File: config.mk
export PLATFORM = sky130hd
export DESIGN_NAME = m_bpred_btb
export DESIGN_NICKNAME = d
export VERILOG_FILES = /design/src/rtl/m_bpred_btb.sv
export SDC_FILE = /design/constraint.sdc
export NUM_CORES = 1
export LEC_CHECK = 0
export CAP_MARGIN = 30
export CORE_ASPECT_RATIO = 0.75
export CORE_UTILIZATION = 30
export DETAILED_ROUTE_END_ITERATION = 10
export PLACE_DENSITY_LB_ADDON = 0.08
export REMOVE_ABC_BUFFERS = 1
export SKIP_CTS_REPAIR_TIMING = 1
export SLEW_MARGIN = 20
export SYNTH_ARGS = -nofsm -noshare
export SYNTH_HDL_FRONTEND = slang
export SYNTH_SLANG_ARGS = --single-unit
File: constraint.sdc
create_clock -name w_clk -period 9.4 [get_ports w_clk]
set_input_delay 2.35 -clock w_clk [delete_from_list [all_inputs] [get_ports w_clk]]
set_output_delay 2.35 -clock w_clk [all_outputs]
set_load 0.01 [all_outputs]
File: src/rtl/m_bpred_btb.sv
// Fully-associative branch target buffer with true-LRU replacement and
// saturating direction counters; combinational lookup, registered training.
module m_bpred_btb #(
  parameter int ENTRIES = 4,
  parameter int AW      = 11,
  parameter int CW      = 2
) (
  input  logic          w_clk,
  input  logic          w_rst_n,
  input  logic          w_flush,
  input  logic          w_be,
  input  logic [AW-1:0] w_baddr,
  input  logic          w_br,
  input  logic [AW-1:0] w_bdst,
  input  logic [AW-1:0] w_paddr,
  output logic          w_pre,
  output logic          w_pr,
  output logic [AW-1:0] w_pdst,
  output logic [31:0]   w_nupd,
  output logic [31:0]   w_nalloc
);

  localparam int IW = $clog2(ENTRIES);
  localparam logic [CW-1:0] CTR_WT  = {1'b1, {(CW-1){1'b0}}};
  localparam logic [CW-1:0] CTR_WNT = {1'b0, {(CW-1){1'b1}}};
  localparam logic [CW-1:0] CTR_MAX = {CW{1'b1}};
  localparam logic [CW-1:0] CTR_MIN = {CW{1'b0}};
  localparam logic [IW-1:0] AGE_LRU = IW'(ENTRIES - 1);
  localparam logic [31:0]   STAT_MAX = 32'hFFFF_FFFF;

  logic [ENTRIES-1:0] r_valid;
  logic [AW-1:0]      r_tag [ENTRIES];
  logic [AW-1:0]      r_dst [ENTRIES];
  logic [CW-1:0]      r_ctr [ENTRIES];
  logic [IW-1:0]      r_age [ENTRIES];
  logic [31:0]        r_nupd;
  logic [31:0]        r_nalloc;

  logic          w_phit;
  logic [IW-1:0] w_pidx;
  logic          w_uhit;
  logic [IW-1:0] w_uidx;
  logic          w_has_inv;
  logic [IW-1:0] w_inv_idx;
  logic [IW-1:0] w_lru_idx;
  logic [IW-1:0] w_t;
  logic          w_upd;

  // Match search for fetch and update addresses plus victim selection.
  // Scanning downwards lets the lowest matching index take priority.
  always_comb begin
    w_phit    = 1'b0;
    w_pidx    = '0;
    w_uhit    = 1'b0;
    w_uidx    = '0;
    w_has_inv = 1'b0;
    w_inv_idx = '0;
    w_lru_idx = '0;
    for (int i = ENTRIES - 1; i >= 0; i--) begin
      if (r_valid[i] && (r_tag[i] == w_paddr)) begin
        w_phit = 1'b1;
        w_pidx = IW'(i);
      end else begin
        w_pidx = w_pidx;
      end
      if (r_valid[i] && (r_tag[i] == w_baddr)) begin
        w_uhit = 1'b1;
        w_uidx = IW'(i);
      end else begin
        w_uidx = w_uidx;
      end
      if (!r_valid[i]) begin
        w_has_inv = 1'b1;
        w_inv_idx = IW'(i);
      end else begin
        w_inv_idx = w_inv_idx;
      end
      if (r_age[i] == AGE_LRU) begin
        w_lru_idx = IW'(i);
      end else begin
        w_lru_idx = w_lru_idx;
      end
    end
    if (w_uhit) begin
      w_t = w_uidx;
    end else if (w_has_inv) begin
      w_t = w_inv_idx;
    end else begin
      w_t = w_lru_idx;
    end
    w_upd = w_be & ~w_flush;
  end

  // Prediction outputs are forced to zero on a miss.
  always_comb begin
    if (w_phit) begin
      w_pre  = 1'b1;
      w_pr   = r_ctr[w_pidx][CW-1];
      w_pdst = r_dst[w_pidx];
    end else begin
      w_pre  = 1'b0;
      w_pr   = 1'b0;
      w_pdst = '0;
    end
  end

  // Entry state, LRU ages and statistics.
  always_ff @(posedge w_clk or negedge w_rst_n) begin
    if (!w_rst_n) begin
      for (int i = 0; i < ENTRIES; i++) begin
        r_valid[i] <= 1'b0;
        r_tag[i]   <= '0;
        r_dst[i]   <= '0;
        r_ctr[i]   <= '0;
        r_age[i]   <= IW'(i);
      end
      r_nupd   <= 32'd0;
      r_nalloc <= 32'd0;
    end else if (w_flush) begin
      for (int i = 0; i < ENTRIES; i++) begin
        r_valid[i] <= 1'b0;
        r_age[i]   <= IW'(i);
      end
    end else if (w_upd) begin
      for (int i = 0; i < ENTRIES; i++) begin
        if (IW'(i) == w_t) begin
          r_age[i] <= '0;
        end else if (r_age[i] < r_age[w_t]) begin
          r_age[i] <= r_age[i] + IW'(1);
        end
      end
      if (w_uhit) begin
        if (w_br) begin
          r_dst[w_t] <= w_bdst;
          if (r_ctr[w_t] != CTR_MAX) begin
            r_ctr[w_t] <= r_ctr[w_t] + CW'(1);
          end
        end else if (r_ctr[w_t] != CTR_MIN) begin
          r_ctr[w_t] <= r_ctr[w_t] - CW'(1);
        end
      end else begin
        r_valid[w_t] <= 1'b1;
        r_tag[w_t]   <= w_baddr;
        r_dst[w_t]   <= w_bdst;
        r_ctr[w_t]   <= w_br ? CTR_WT : CTR_WNT;
        if (r_nalloc != STAT_MAX) begin
          r_nalloc <= r_nalloc + 32'd1;
        end
      end
      if (r_nupd != STAT_MAX) begin
        r_nupd <= r_nupd + 32'd1;
      end
    end
  end

  assign w_nupd   = r_nupd;
  assign w_nalloc = r_nalloc;

endmodule
-- Word-level counts from Yosys, hierarchy flattened
Index checks and enable logic that the tools add are counted.
- bits in registers: 172
- bits in latches: 0
- RAM bits: 0
- bits in read-only memories: 0
- input bits: 38
- output and inout bits: 77
- logic and storage cells: 167
- memories kept: 0
- add/sub/neg operators: 8
- $mul: 0
- div/mod/pow operators: 0
- magnitude comparators: 9
- equality and inequality tests: 22
- shift operators: 0
- mux-type cells: 76
- bitwise logic cells: 6
- reduce and logical (&&, ||, !) cells: 27
- operators with widths (cell ; count):
    $bwmux W44 ; 2
    $eq A11 B11 Y1 ; 8
    $mux W44 ; 2
    $mux W2 ; 34
    $add A32 B1 Y32 const B ; 2
    $ne A32 B32 Y1 const B ; 2
    $mux W8 ; 6
    $mux W11 ; 4
    $bwmux W8 ; 3
    $bmux W11 S2 ; 1
    $demux W11 S2 ; 1
    $mux W1 ; 15
    $bmux W2 S2 ; 3
    $mux W4 ; 3
    $reduce_bool A3 Y1 ; 4
    $add A2 B1 Y2 const B ; 5
    $logic_and A1 B1 Y1 ; 10
    $reduce_and A2 Y1 ; 5
    $reduce_and A3 Y1 ; 3
    $eq A2 B2 Y1 const B ; 4
    $lt A2 B2 Y1 ; 4
    $reduce_and A4 Y1 ; 2
    $ge A3 B3 Y1 const B ; 2
    $ne A2 B2 Y1 const B ; 3
    15 further kinds ; 20

-- Longest topological paths before layout
Gate-level depths: netlist of run 1.
- word-level depth: 16
- depth in mapped cells: 16
- mapped depth without buffers: 15

-- Least setup slack after synthesis of run 1
No wires, ideal clock.
- kind: input -> output
- start: input port w_paddr[8]
- end: output port w_pdst[10]
- arrival: 4.140 ns
- path slack: 2.910 ns
- stages on the path: 8
- buffers on the path: 2
- cell sequence: clkbuf_1 > xnor2_1 > nand4_1 > nor3_1 > nor2_1 > buf_2 > mux2i_1 > o21ai_0
- cells in the longest elaborated chain, start to end: 11
- RTL lines (item ; line ; RTL):
    from (decl) ; 15 ; input logic [AW-1:0] w_paddr,
    $eq A11 B11 Y1 ; 60 ; if (r_valid[i] && (r_tag[i] == w_paddr)) begin
    $logic_and A1 B1 Y1 ; 60 ;
    $mux W2 (4 in a row) ; 60 ;
    $not A2 Y3 (not written as such) ; 99 ; w_pdst = r_dst[w_pidx];
    $bmux W11 S2 ; 99 ;
    $mux W11 (not written as such) (2 in a row) ; 99 ;
    $mux W11 (*) ; 96 ; if (w_phit) begin
    to (decl) ; 18 ; output logic [AW-1:0] w_pdst,
Every way passes the cells marked *; elsewhere a longest branch is shown, timed or not. The select of a mux whose other input is x is not followed.

-- Worst setup path in the final report of run 1
- start: input port w_paddr[8]
- end: output port w_pdst[0]
Same word-level chain as after synthesis.

==> results of run 1 <==
==> through the flow <==
stage / cell area [µm²] / worst slack [ns] / total power (W) / util (%) / hold WS (ns)
detailed placement: 10800 / 1.76 / 0.00156 / 35.7 / 0.475
floorplan: 9040 / 1.98 / 0.00133 / - / 0.458
CTS: 11400 / 1.76 / 0.00233 / 37.7 / 0.491
global route: 11400 / 1.56 / 0.00244 / 37.8 / 0.504
global placement: 10800 / 1.51 / 0.00156 / 35.5 / 0.467
finish: 11400 / 1.77 / 0.00230 / 37.8 / 0.488
==> worst min path at each step <==
stage | from | endpoint | slack [ns] | cells after the start
after floorplan | r_dst[1]$_DFFE_PN0P_ | r_dst[1]$_DFFE_PN0P_ | 0.46 | 1
after global placement | r_dst[1]$_DFFE_PN0P_ | r_dst[1]$_DFFE_PN0P_ | 0.47 | 1
after detailed placement | r_dst[32]$_DFFE_PN0P_ | r_dst[32]$_DFFE_PN0P_ | 0.47 | 1
after CTS | r_dst[32]$_DFFE_PN0P_ | r_dst[32]$_DFFE_PN0P_ | 0.49 | 1
after global routing | r_dst[27]$_DFFE_PN0P_ | r_dst[27]$_DFFE_PN0P_ | 0.50 | 1
final | r_dst[32]$_DFFE_PN0P_ | r_dst[32]$_DFFE_PN0P_ | 0.49 | 1
==> Yosys cell counts (7+ instances only) <==
cell type  instances
xnor2_2            7
buf_2              8
inv_1             20
dfrtp_1          168
xnor2_1          122
nor3_1            18
a21oi_1           18
clkbuf_1          17
mux2i_1           20
nand4_1           59
a21o_1            13
nand3_1           29
nor2_1            41
nand2_1           47
mux2_2            77
o21ai_0           27
and3_1             8
buf_4              8
mux2_1            13
xor2_1            22
ha_1              12
and4_1             7
==> registers in the layout, summed over array words and instances, names as in the netlist <==
| name | flops |
|---|---|
| r_age | 8 |
| r_ctr | 8 |
| r_tag | 44 |
| r_valid | 4 |
| w_nupd | 32 |
| r_dst | 44 |
| w_nalloc | 32 |
==> final cells by class <==
| class | instances | area, µm² | area share, % |
|---|---|---|---|
| multi-input cells | 605 | 4670 | 40.8 |
| repair buffers | 126 | 1280 | 11.1 |
| clock buffers | 17 | 425 | 3.72 |
| well taps | 399 | 499 | 4.36 |
| flip-flops and latches | 172 | 4310 | 37.6 |
| clock inverters | 15 | 186 | 1.63 |
| inverters | 21 | 78.8 | 0.689 |
==> kinds of logic (layout without fill, tap and decap cells) <==
group | after synthesis | count (layout) | synth area share (%)
multiplexers | 111 | 111 | 13.3
AND/OR/NAND/NOR | 246 | 246 | 14.6
buffers and inverters | 59 | 179 | 3.15
XOR/XNOR | 151 | 151 | 14.9
AO/OA/AOI/OAI | 85 | 85 | 5.99
adder cells (fa/ha/maj) | 12 | 12 | 1.62
flip-flops | 172 | 172 | 46.6
==> power by group through the flow <==
stage	Combinational [W]	Sequential, W	Clock, W
after floorplan	0.000329	0.00100	0
after global placement	0.000524	0.00103	0
after detailed placement	0.000525	0.00103	0
after CTS	0.000528	0.00102	0.000775
after global routing	0.000585	0.00105	0.000807
final	0.000528	0.00102	0.000746
==> per-layer routing <==
metal / vias to the layer above / global-route usage [%]
met2: 118 / 22.6
li1: 3179 / -
met5: - / 0
met1: 3241 / 26.0
met3: 11 / 4.75
met4: 0 / 3.66
==> out/results.tsv, run 1 <==
stage	metric	value	unit
cells_and_area	drive_gt1_share	16.1	%
timing	fin_crit_sh	81.2	%
worst_setup_path	critPathKind	in -> out	
grt	grt_pass1_vias	6763	
floorplanning	num_rows	55	
worst_setup_path	path_depth	9	
routing	drcViolationCount	0	
cells_and_area	n_antenna_cell	0	
power_and_ir_drop	p_switching	0.000721	W
timing	finalClockSkew	0.0102	ns
routing	wl_met3	1390	µm
synthesis	syn_area	9260	µm²
timing	rsz0062_at_grt	false	
timing	fin_tns_setup	0	ns
worst_setup_path	start_kind	input port	
floorplanning	die_w	205	µm
timing	setup-violations-final	0	
clock_network	cts_tree	built	
synthesis	synthFlopType	dfrtp_1	
worst_setup_path	crit_fanout	12	
cells_and_area	n_fill_cell	3003	
worst_setup_path	crit_buf_inv	3	
floorplanning	die_h	154	µm
grt	grt-ovfl-total	0	
worst_setup_path	startpoint	w_paddr[8]	
placement	post-place-cells	1322	
routing	met2_wirelength	10200	µm
worst_setup_path	slowest_stage	nor3_2	
power_and_ir_drop	sw_frac_of_total	31.4	%
synthesis	synth_edf_count	0	
synthesis	yosys_register_bits	172	
routing	wl_met1	13200	µm
worst_setup_path	cp_common_cell	clkdlybuf4s50_1	
worst_setup_path	rr_endpoint	r_age[5]$_DFFE_PN0P_	
synthesis	netlist.area_leader.share	45.4	%
synthesis	yosysWarnings	0	
timing	hold_viol_final	0	
worst_setup_path	crit_path_max_incr_delay	0.70	ns
routing	drt_first_pass_iters	5	
power_and_ir_drop	intPower	0.00157	W
timing	min_period	7.63	ns
worst_setup_path	cpLargestDelayFamily	buffers and inverters	
worst_setup_path	required	7.05	ns
clock_network	numCtsBuffers	17	
floorplanning	num_io_pins	115	
floorplanning	core_region_area	30300	µm²
power_and_ir_drop	power_frac_clock	32.5	%
worst_setup_path	ff2ff_path_depth	13	
routing	drt_wl_total	25000	µm
worst_setup_path	r2r_slack	5.17	ns
outcome	status	completed	
cells_and_area	final_nets	993	
clock_network	clock_sinks	172	
worst_setup_path	crit_arrival	5.28	ns
grt	antenna_found_initial	0	
min_path	hold_class	reg -> reg	
timing	fmax	131	MHz
routing	post_drt_wl_per_cell	18.5	µm
power_and_ir_drop	power_density	201	nW/µm²
timing	slew_headroom	45.0	%
synthesis	yosysTopAreaCell	dfrtp_1	
clock_network	worstSkewPairLatency	0.43	ns
floorplanning	dieArea	31600	µm²
timing	worstMarginPinSlew	0.824	ns
grt	grt_usage	16.8	%
synthesis	synth_area_leaders	dfrtp_1 (45%), xnor2_1 (12%), mux2_2 (9.4%)	
cells_and_area	final_common_cell	dfrtp_1	
worst_setup_path	crit_path_cell_trace	clkdlybuf4s50_1 -> xnor2_1 -> nand4_1 -> nor3_2 -> nor2_1 -> buf_4 -> mux2i_1 -> o211ai_1 -> clkdlybuf4s50_1	
clock_network	htree_levels	4	
routing	highest_layer	met4	
clock_network	cts-root-buf	clkbuf_16	
worst_setup_path	rr_startpoint	r_age[3]$_DFFE_PN1P_	
grt	grt_max_degree	100	
routing	drtIter0Drc	352	
floorplanning	initial_utilization	30.6	%
synthesis	synthCells	836	
routing	viasPerCell	4.83	
power_and_ir_drop	peakVddDrop	0.129	mV
cells_and_area	areaGrowthSynthToFinish	23.7	%
cells_and_area	stdcell_count	1355	
synthesis	synth_seq_area_share	46.6	%
clock_network	cts.path.max_buffers	2	
routing	ant_nets	0	
synthesis	synthArstFlopShare	100	%
clock_network	path_clk_slew	0.07	ns
power_and_ir_drop	leakage	4.60	nW
placement	dp_hpwl	18200	µm
grt	grt_pass1_wl	40300	µm
power_and_ir_drop	seqPwrFrac	44.5	%
placement	gp_congestion	0.873	
placement	io_buffers	114	
cells_and_area	mostFrequentLayoutCells	dfrtp_1 (168), xnor2_1 (122), clkdlybuf4s50_1 (113)	
synthesis	syn_avg_cell_area	11.1	µm²
power_and_ir_drop	pwr-share-comb	23.0	%
timing	drv_slew	0	
run	max-cap-violations	0	
synthesis	yosysUniqueCellTypes	61	
worst_setup_path	endpoint	w_pdst[0]	
worst_setup_path	cp-end-kind	output port	
routing	vias	6549	
Power figures use the tool's default switching activity.
==> inputs of run 2 (changes only) <==
==> constraint.sdc (replaced) <==
create_clock -name w_clk -period 8 [get_ports w_clk]
set_input_delay 2 -clock w_clk [delete_from_list [all_inputs] [get_ports w_clk]]
set_output_delay 2 -clock w_clk [all_outputs]
set_load 0.01 [all_outputs]
==> run 2 against run 1 <==
First-iteration DRC count rose by 8.5%. Total power grew 16%. Clock power up 15%. Die area stayed put. Sequential cell count stayed put. Register-to-register slack worse by 1.2 ns. Routed wire length shrank 0.20%. Worst hold slack better by 0.0040 ns. Clock-buffer cell count rose by 3. Critical endpoint unchanged. Largest power group unchanged.
==> out/results.tsv, run 2 (synthesized netlist as in run 1, its figures left out) <==
stage	metric	value	unit
routing	viasPerCell	4.84	
routing	vias	6562	
placement	io_buffers	114	
timing	setup_slack	1.15	ns
clock_network	htree_levels	4	
routing	ant_nets	0	
grt	grt-ovfl-total	0	
worst_setup_path	crit_path_max_incr_delay	0.67	ns
clock_network	cts_tree	built	
timing	fin_crit_sh	85.6	%
power_and_ir_drop	power_density	234	nW/µm²
timing	setup-violations-final	0	
timing	rsz0062_at_grt	false	
routing	drtIter0Drc	382	
timing	fin_tns_setup	0	ns
cells_and_area	n_antenna_cell	0	
worst_setup_path	startpoint	w_paddr[3]	
grt	grt_pass1_vias	6656	
placement	gp_congestion	0.865	
clock_network	clock_sinks	172	
timing	slew_headroom	46.1	%
worst_setup_path	cp-end-kind	output port	
worst_setup_path	slowest_stage	clkdlybuf4s50_1	
worst_setup_path	crit_path_cell_trace	clkdlybuf4s50_1 -> xnor2_1 -> nand4_1 -> nor3_2 -> buf_4 -> nor2_1 -> o21ai_1 -> buf_4 -> o211ai_1 -> clkdlybuf4s50_1	
floorplanning	num_io_pins	115	
clock_network	cts-root-buf	clkbuf_16	
worst_setup_path	cpLargestDelayFamily	buffers and inverters	
placement	dp_hpwl	18200	µm
routing	drt_wl_total	25000	µm
worst_setup_path	endpoint	w_pdst[0]	
timing	worstMarginPinSlew	0.808	ns
timing	finalClockSkew	0.0109	ns
floorplanning	num_rows	55	
cells_and_area	final_nets	995	
clock_network	path_clk_slew	0.07	ns
placement	preCtsSetupSlack	1.10	ns
worst_setup_path	start_kind	input port	
worst_setup_path	critPathKind	in -> out	
floorplanning	initial_utilization	30.6	%
power_and_ir_drop	peakVddDrop	0.145	mV
clock_network	cts.path.max_buffers	2	
cells_and_area	top_regs	r_dst: 44 flops, r_tag: 44 flops	
timing	min_period	6.85	ns
clock_network	numCtsBuffers	17	
power_and_ir_drop	power	0.00267	W
cells_and_area	areaGrowthSynthToFinish	23.5	%
worst_setup_path	rr_startpoint	r_tag[19]$_DFFE_PN0P_	
clock_network	worstSkewPairLatency	0.44	ns
worst_setup_path	r2r_slack	3.99	ns
worst_setup_path	path_depth	10	
timing	fmax	146	MHz
cells_and_area	mostFrequentLayoutCells	dfrtp_1 (168), xnor2_1 (122), clkdlybuf4s50_1 (113)	
grt	grt_usage	16.5	%
routing	drt_first_pass_iters	5	
worst_setup_path	required	6.00	ns
min_path	hold_class	reg -> reg	
timing	hold_viol_final	0	
routing	post_drt_wl_per_cell	18.4	µm
cells_and_area	final_common_cell	dfrtp_1	
floorplanning	dieArea	31600	µm²
power_and_ir_drop	leakage	4.60	nW
grt	antenna_found_initial	0	
routing	drcViolationCount	0	
run	max-cap-violations	0	
floorplanning	core_region_area	30300	µm²
grt	grt_pass1_wl	39800	µm
grt	grt_max_degree	71	
worst_setup_path	crit_arrival	4.85	ns
cells_and_area	drive_gt1_share	16.0	%
floorplanning	die_w	205	µm
worst_setup_path	ff2ff_path_depth	12	
worst_setup_path	crit_fanout	25	
floorplanning	die_h	154	µm
timing	drv_slew	0	
worst_setup_path	rr_endpoint	r_age[5]$_DFFE_PN0P_	
outcome	status	completed	
worst_setup_path	crit_buf_inv	4	
## run 2: cell count changes in the layout (fill, tap and decap cells not counted), sizes merged
cell,delta
inv,-1
buf,+2
clkbuf,+3
bufinv,-1
clkinv,+1
clkinvlp,-2
## run 2: layer usage
layer	wire, µm	GRT usage, %	up-vias
li1	-	-	3175
met1	13200	25.3	3238
met2	10100	22.3	138
met3	1500	4.96	11
met4	184	3.66	0
met5	0	0	-
## run 2: worst min-delay path by stage
stage,cells past startpoint,slack [ns],from,endpoint
finish,1,0.49,r_dst[7]$_DFFE_PN0P_,r_dst[7]$_DFFE_PN0P_
global route,1,0.51,r_dst[24]$_DFFE_PN0P_,r_dst[24]$_DFFE_PN0P_
CTS,1,0.49,w_nupd[17]$_DFFE_PN0P_,w_nupd[17]$_DFFE_PN0P_
detailed placement,1,0.48,r_dst[25]$_DFFE_PN0P_,r_dst[25]$_DFFE_PN0P_
global placement,1,0.47,r_dst[29]$_DFFE_PN0P_,r_dst[29]$_DFFE_PN0P_
floorplan,1,0.46,r_dst[1]$_DFFE_PN0P_,r_dst[1]$_DFFE_PN0P_
## run 2: worst register-to-register path: cells and delay by family (launching register included)
kind / cells / cell delay, ns
and+or+nand+nor: 3 / 0.72
xor gates and xnor gates: 1 / 0.34
DFF: 1 / 0.43
buffers and inverters: 1 / 0.22
AOI/OAI and AO/OA: 4 / 1.16
muxes: 2 / 0.71
adders and majority gates: 1 / 0.33
## run 2: power by group
part	internal (W)	switching, W	total, W
sequential	0.00103	0.000167	0.00120
combinational	0.000323	0.000293	0.000615
clock	0.000478	0.000380	0.000858
total	0.00183	0.000840	0.00267
## run 2: area by class of cell
| class | instances | area, µm² |
|---|---|---|
| repair buffers | 128 | 1270 |
| inverters | 21 | 78.8 |
| clock inverters | 12 | 154 |
| well taps | 399 | 499 |
| flip-flops and latches | 172 | 4310 |
| clock buffers | 20 | 447 |
| fillers | 3021 | 18800 |
| multi-input cells | 605 | 4670 |
## run 2: through the flow
stage / util [%] / hold slack (ns) / instance area, µm² / std cells
floorplan: - / 0.458 / 9040 / 798
global placement: 35.6 / 0.469 / 10800 / 1321
detailed placement: 35.7 / 0.477 / 10800 / 1324
CTS: 37.7 / 0.494 / 11400 / 1356
global route: 37.8 / 0.507 / 11400 / 1357
finish: 37.8 / 0.492 / 11400 / 1357
